[src/rtl/muldiv_unit.sv]
`default_nettype none
// ============================================================================
// muldiv_unit : multi-cycle unsigned shift-add multiplier / restoring divider
// Optional divider enabled by defining MULDIV_DIV_EN.  Revision 1.0
// ============================================================================
module muldiv_unit #(
   parameter int WIDTH = 8
) (
   input  logic             clk,
   input  logic             reset,
   input  logic             start,
   input  logic             op,
   input  logic [WIDTH-1:0] a,
   input  logic [WIDTH-1:0] b,
   output logic             busy,
   output logic             done,
   output logic [WIDTH-1:0] hi,
   output logic [WIDTH-1:0] lo,
   output logic             zf,
   output logic             cf,
   output logic             div_by_zero
);
   localparam int CW = (WIDTH > 2) ? $clog2(WIDTH) : 1;

   typedef enum logic [1:0] {
      S_IDLE = 2'd0,
      S_RUN  = 2'd1,
      S_DONE = 2'd2
   } state_t;

   state_t           state, state_nx;
   logic [CW-1:0]    cnt;
   logic [2*WIDTH-1:0] acc, acc_nx, mul_nx;
   logic [WIDTH-1:0] m_r;
   logic [WIDTH:0]   sum;
   logic [2*WIDTH:0] pre;
   logic             accept, last, div_sel, dz_start;
   logic [WIDTH-1:0] res_hi, res_lo;
   logic             res_zf, res_cf;

`ifdef MULDIV_DIV_EN
   logic             op_r, dbz_r, ge;
   logic [WIDTH-1:0] rem_r, rem_nx;
   logic [WIDTH:0]   sh, diff;
   assign div_sel     = op;
   assign dz_start    = accept & op & (b == '0);
   assign div_by_zero = dbz_r;
`else
   logic unused_op;
   assign unused_op   = op;
   assign div_sel     = 1'b0;
   assign dz_start    = 1'b0;
   assign div_by_zero = 1'b0;
`endif

   assign accept = start & ((state == S_IDLE) | (state == S_DONE));
   assign last   = (cnt == CW'(WIDTH - 1));
   assign busy   = (state == S_RUN);
   assign done   = (state == S_DONE);

   always_ff @(posedge clk) begin
      if (reset) state <= S_IDLE;
      else       state <= state_nx;
   end

   always_comb begin
      state_nx = state;
      case (state)
         S_IDLE, S_DONE: begin
            if (accept) state_nx = dz_start ? S_DONE : S_RUN;
            else        state_nx = S_IDLE;
         end
         S_RUN:   if (last) state_nx = S_DONE;
         default: state_nx = S_IDLE;
      endcase
   end

   // One iteration step; acc holds {H,L} for MUL and {unused,Q} for DIV.
   always_comb begin
      sum    = {1'b0, acc[2*WIDTH-1:WIDTH]} + {1'b0, m_r};
      pre    = acc[0] ? {sum, acc[WIDTH-1:0]} : {1'b0, acc};
      mul_nx = pre[2*WIDTH:1];
      acc_nx = mul_nx;
      res_hi = mul_nx[2*WIDTH-1:WIDTH];
      res_lo = mul_nx[WIDTH-1:0];
      res_zf = (mul_nx == '0);
      res_cf = (mul_nx[2*WIDTH-1:WIDTH] != '0);
`ifdef MULDIV_DIV_EN
      sh     = {rem_r, acc[WIDTH-1]};
      diff   = sh - {1'b0, m_r};
      ge     = ~diff[WIDTH];
      rem_nx = ge ? diff[WIDTH-1:0] : sh[WIDTH-1:0];
      if (op_r) begin
         acc_nx = {acc[2*WIDTH-1:WIDTH], acc[WIDTH-2:0], ge};
         res_hi = rem_nx;
         res_lo = acc_nx[WIDTH-1:0];
         res_zf = (acc_nx[WIDTH-1:0] == '0);
         res_cf = 1'b0;
      end
`endif
   end

   always_ff @(posedge clk) begin
      if (reset) begin
         cnt <= '0;
         acc <= '0;
         m_r <= '0;
         hi  <= '0;
         lo  <= '0;
         zf  <= 1'b0;
         cf  <= 1'b0;
`ifdef MULDIV_DIV_EN
         op_r  <= 1'b0;
         dbz_r <= 1'b0;
         rem_r <= '0;
`endif
      end else if (accept) begin
         cnt <= '0;
         m_r <= div_sel ? b : a;
         acc <= {{WIDTH{1'b0}}, (div_sel ? a : b)};
`ifdef MULDIV_DIV_EN
         op_r  <= op;
         rem_r <= '0;
         if (dz_start) begin
            hi    <= a;
            lo    <= '1;
            zf    <= 1'b0;
            cf    <= 1'b0;
            dbz_r <= 1'b1;
         end
`endif
      end else if (state == S_RUN) begin
         cnt <= cnt + 1'b1;
         acc <= acc_nx;
`ifdef MULDIV_DIV_EN
         rem_r <= rem_nx;
         if (last) dbz_r <= 1'b0;
`endif
         if (last) begin
            hi <= res_hi;
            lo <= res_lo;
            zf <= res_zf;
            cf <= res_cf;
         end
      end
   end
endmodule
`default_nettype wire
[config.mk]
export PLATFORM = sky130hd
export DESIGN_NAME = muldiv_unit
export DESIGN_NICKNAME = d
export VERILOG_FILES = /design/src/rtl/muldiv_unit.sv
export SDC_FILE = /design/constraint.sdc
export NUM_CORES = 1
export LEC_CHECK = 0
export ABC_AREA = 1
export CORE_ASPECT_RATIO = 0.7
export CORE_UTILIZATION = 45
export DETAILED_ROUTE_END_ITERATION = 7
export PLACE_DENSITY_LB_ADDON = 0.2
export SETUP_SLACK_MARGIN = 0.2
export SKIP_CTS_REPAIR_TIMING = 1
export SYNTH_ARGS = -nofsm -noshare
export SYNTH_HDL_FRONTEND = slang
export SYNTH_SLANG_ARGS = --single-unit
[constraint.sdc]
create_clock -name clk -period 5.05 [get_ports clk]
set_input_delay 1.2625 -clock clk [delete_from_list [all_inputs] [get_ports clk]]
set_output_delay 1.2625 -clock clk [all_outputs]
set_load 0.05 [all_outputs]
==> flow_metrics.tcl <==
set metrics [dict create \
    synth_nets 334 \
    dp.cells 399 \
    portBuffers 38 \
    start_kind "register" \
    antenna_found_initial 0 \
    utilization 0.5735 \
    fin_skew_ns 0.01048 \
    nets 368 \
    vias 2055 \
    min_from "cnt[2]" \
    synth_seq_cells 47 \
    ys.flop_type "dfxtp_1" \
    critical_path_required_ns 3.79 \
    ys_seq_area_frac 0.4192 \
    hold_viol 0 \
    crit_start "state[0]" \
    wl_per_cell_um 12.56 \
    final_cells 407 \
    gp_congestion 0.8347 \
    core.rowCount 21 \
    fill_cells 481 \
    syn_inst 303 \
    max_stage_delay_ns 0.91 \
    status "completed" \
    finalSetupViolCount 0 \
    die-area_sq_um 5279 \
    clkTransAtPathRegs_ns 0.09 \
    end_kind "output port" \
    hold_path.class "register to register" \
    leakage_uw 0.001210 \
    final_cell_area_sq_um 2743 \
    relSlewSlack 0.4273 \
    grt_pass1_wl_um 8238 \
    overflow 0 \
    io_pins 41 \
    netlist_area_sq_um 2245 \
    drive_gt1_frac 0.05030 \
    cts.sink_count 47 \
    tns_ns 0 \
    die_x_um 86.42 \
    synth_edf_count 0 \
    syn2layout_area_growth_pct 22.19 \
    synthArstFlopShare 0 \
    cts_max_path_buffers 2 \
    synth-warning-count 0 \
    tightest_slew_ns 0.8581 \
    peakVddDrop_mv 0.1508 \
    maxCapViolations 0 \
    placed_area_sq_um 2654 \
    avgViaCountPerCell 5.049 \
    hpwl_um 3732 \
    cp_slowest_cell "clkdlybuf4s50_1" \
    cp_cell_sequence "inv_2 -> nor2_4 -> clkdlybuf4s50_1" \
    wl_um 5111 \
    period_minus_slack_ns 3.315 \
    crit_buf_inv 2 \
    numCtsBuffers 5 \
    ant_nets 0 \
    fp.dieH_um 61.09 \
    synth_area_per_cell_sq_um 7.408 \
    start_util 0.4694 \
    drt_first_iter_violations 147 \
    grt_start_max_net_pins 33 \
    rsz0062_at_grt "false" \
    r2r_slack_ns 2.88 \
    grtUsageTotal 0.2051 \
    arrival_ns 2.05 \
    cts_tree "yes" \
    antenna_cells 0 \
    clock_latency_ns 0.30 \
    grt_pass1_vias 1702 \
    seqCellArea_sq_um 940.9 \
    worstReg2RegStart "state[0]" \
    drc_errors 0 \
    whs_ns 0.4746 \
    core_region_area_sq_um 4782 \
    drv_slew 0 \
    clockRootBuffer "clkbuf_8" \
    power_density_nw_per_um2 275.4 \
    first_pass_iters 4 \
    maxClockFrequency_mhz 301.7 \
    crit_type "register to output port" \
    multi_input_area_sq_um 1082 \
    cp_max_fo 24 \
    ctsHtreeMaxLevel 2 \
    cp_top_family "buffers and inverters" \
    fin_crit_sh 0.6564 \
    synth_cell_types 32 \
]
## layout make-up
class / instances / area share
multi-input combinational: 202 / 0.3946
inverter: 43 / 0.05976
clock buffer: 5 / 0.02509
sequential: 47 / 0.3431
tap: 69 / 0.03148
timing repair buffer: 38 / 0.1387
clock inverter: 3 / 0.007299
## registers in the layout, summed over array words and instances (netlist names)
name / cells
acc: 16
hi: 8
lo: 8
m_r: 8
cnt: 3
state: 2
cf: 1
zf: 1
## path summary, 6_finish.rpt
| kind | end | cells past startpoint |
|---|---|---|
| worst max-delay path | busy | 3 |
| worst min-delay path | cnt[2] | 2 |
| worst max register to register | acc[9] | 8 |
| worst min register to register | cnt[2] | 2 |
## synth_stat cells, types with 2 or more instances
cell / n / area share
nand2_1: 52 / 0.087
dfxtp_1: 47 / 0.42
inv_1: 40 / 0.067
o21ai_0: 36 / 0.080
nor2_1: 29 / 0.048
nand3_1: 26 / 0.058
a21oi_1: 21 / 0.047
ha_1: 10 / 0.056
a221oi_1: 7 / 0.027
clkbuf_1: 6 / 0.010
o211ai_1: 3 / 0.010
buf_4: 2 / 0.0067
inv_2: 2 / 0.0033
o21a_1: 2 / 0.0067
o22ai_1: 2 / 0.0056
or2_2: 2 / 0.0056
## metal layers
| metal | share of wire | global-route usage |
|---|---|---|
| met3 | 0.050 | 0.04424 |
| met1 | 0.53 | 0.3035 |
| met4 | 0.0080 | 0.05238 |
| met2 | 0.41 | 0.3050 |
| met5 | 0 | 0 |
## cells in the final DEF, fill, tap and decap left out
cell | synthesis | routed
fa_1 | 1 | 1
o22ai_1 | 2 | 2
clkinv_2 | 0 | 1
nor2_2 | 1 | 1
inv_4 | 1 | 1
ha_1 | 10 | 10
inv_2 | 2 | 2
nor2_1 | 29 | 29
nor3_1 | 1 | 1
or2_2 | 2 | 2
nand3b_1 | 1 | 1
o21bai_1 | 1 | 1
a221oi_1 | 7 | 7
a21oi_1 | 21 | 21
a31oi_1 | 1 | 1
conb_1 | 1 | 1
o21ai_0 | 36 | 36
o211ai_1 | 3 | 3
inv_1 | 40 | 40
nand3_1 | 26 | 26
clkinvlp_4 | 0 | 2
nor2_4 | 1 | 1
nand2_1 | 52 | 52
nand4_1 | 1 | 1
a211oi_1 | 1 | 1
o21a_1 | 2 | 2
nor4_2 | 1 | 1
nor2_8 | 1 | 1
dfxtp_1 | 47 | 47
clkbuf_8 | 0 | 5
clkdlybuf4s50_1 | 0 | 38
## worst register-to-register path, delay by kind of cell (launching register included)
family | cells | cell delay, ns
DFF | 1 | 0.35
AOI/OAI and AO/OA | 2 | 0.25
and+or+nand+nor | 2 | 0.84
buffers and inverters | 4 | 0.68
## logic make-up after synthesis
logic type / after synthesis / synth area share
other cells: 1 / 0.001671
compound gates: 74 / 0.1862
buf+inv: 54 / 0.09866
flops: 47 / 0.4192
fa+ha+maj: 11 / 0.06466
simple gates: 116 / 0.2297
## power by group
part	switching [uW]	internal (uW)
registers	11.8	388
logic	79.9	47.3
clock network	132	96.5
total	224	531
## through the flow
| step | setup WS [ns] | power, uW |
|---|---|---|
| after floorplan | 2.630 | 495.6 |
| after global placement | 1.689 | 531.6 |
| after detailed placement | 1.667 | 534.2 |
| after CTS | 1.731 | 758.5 |
| after global routing | 1.629 | 789.1 |
| final | 1.735 | 755.3 |
Power figures use the tool's default switching activity.
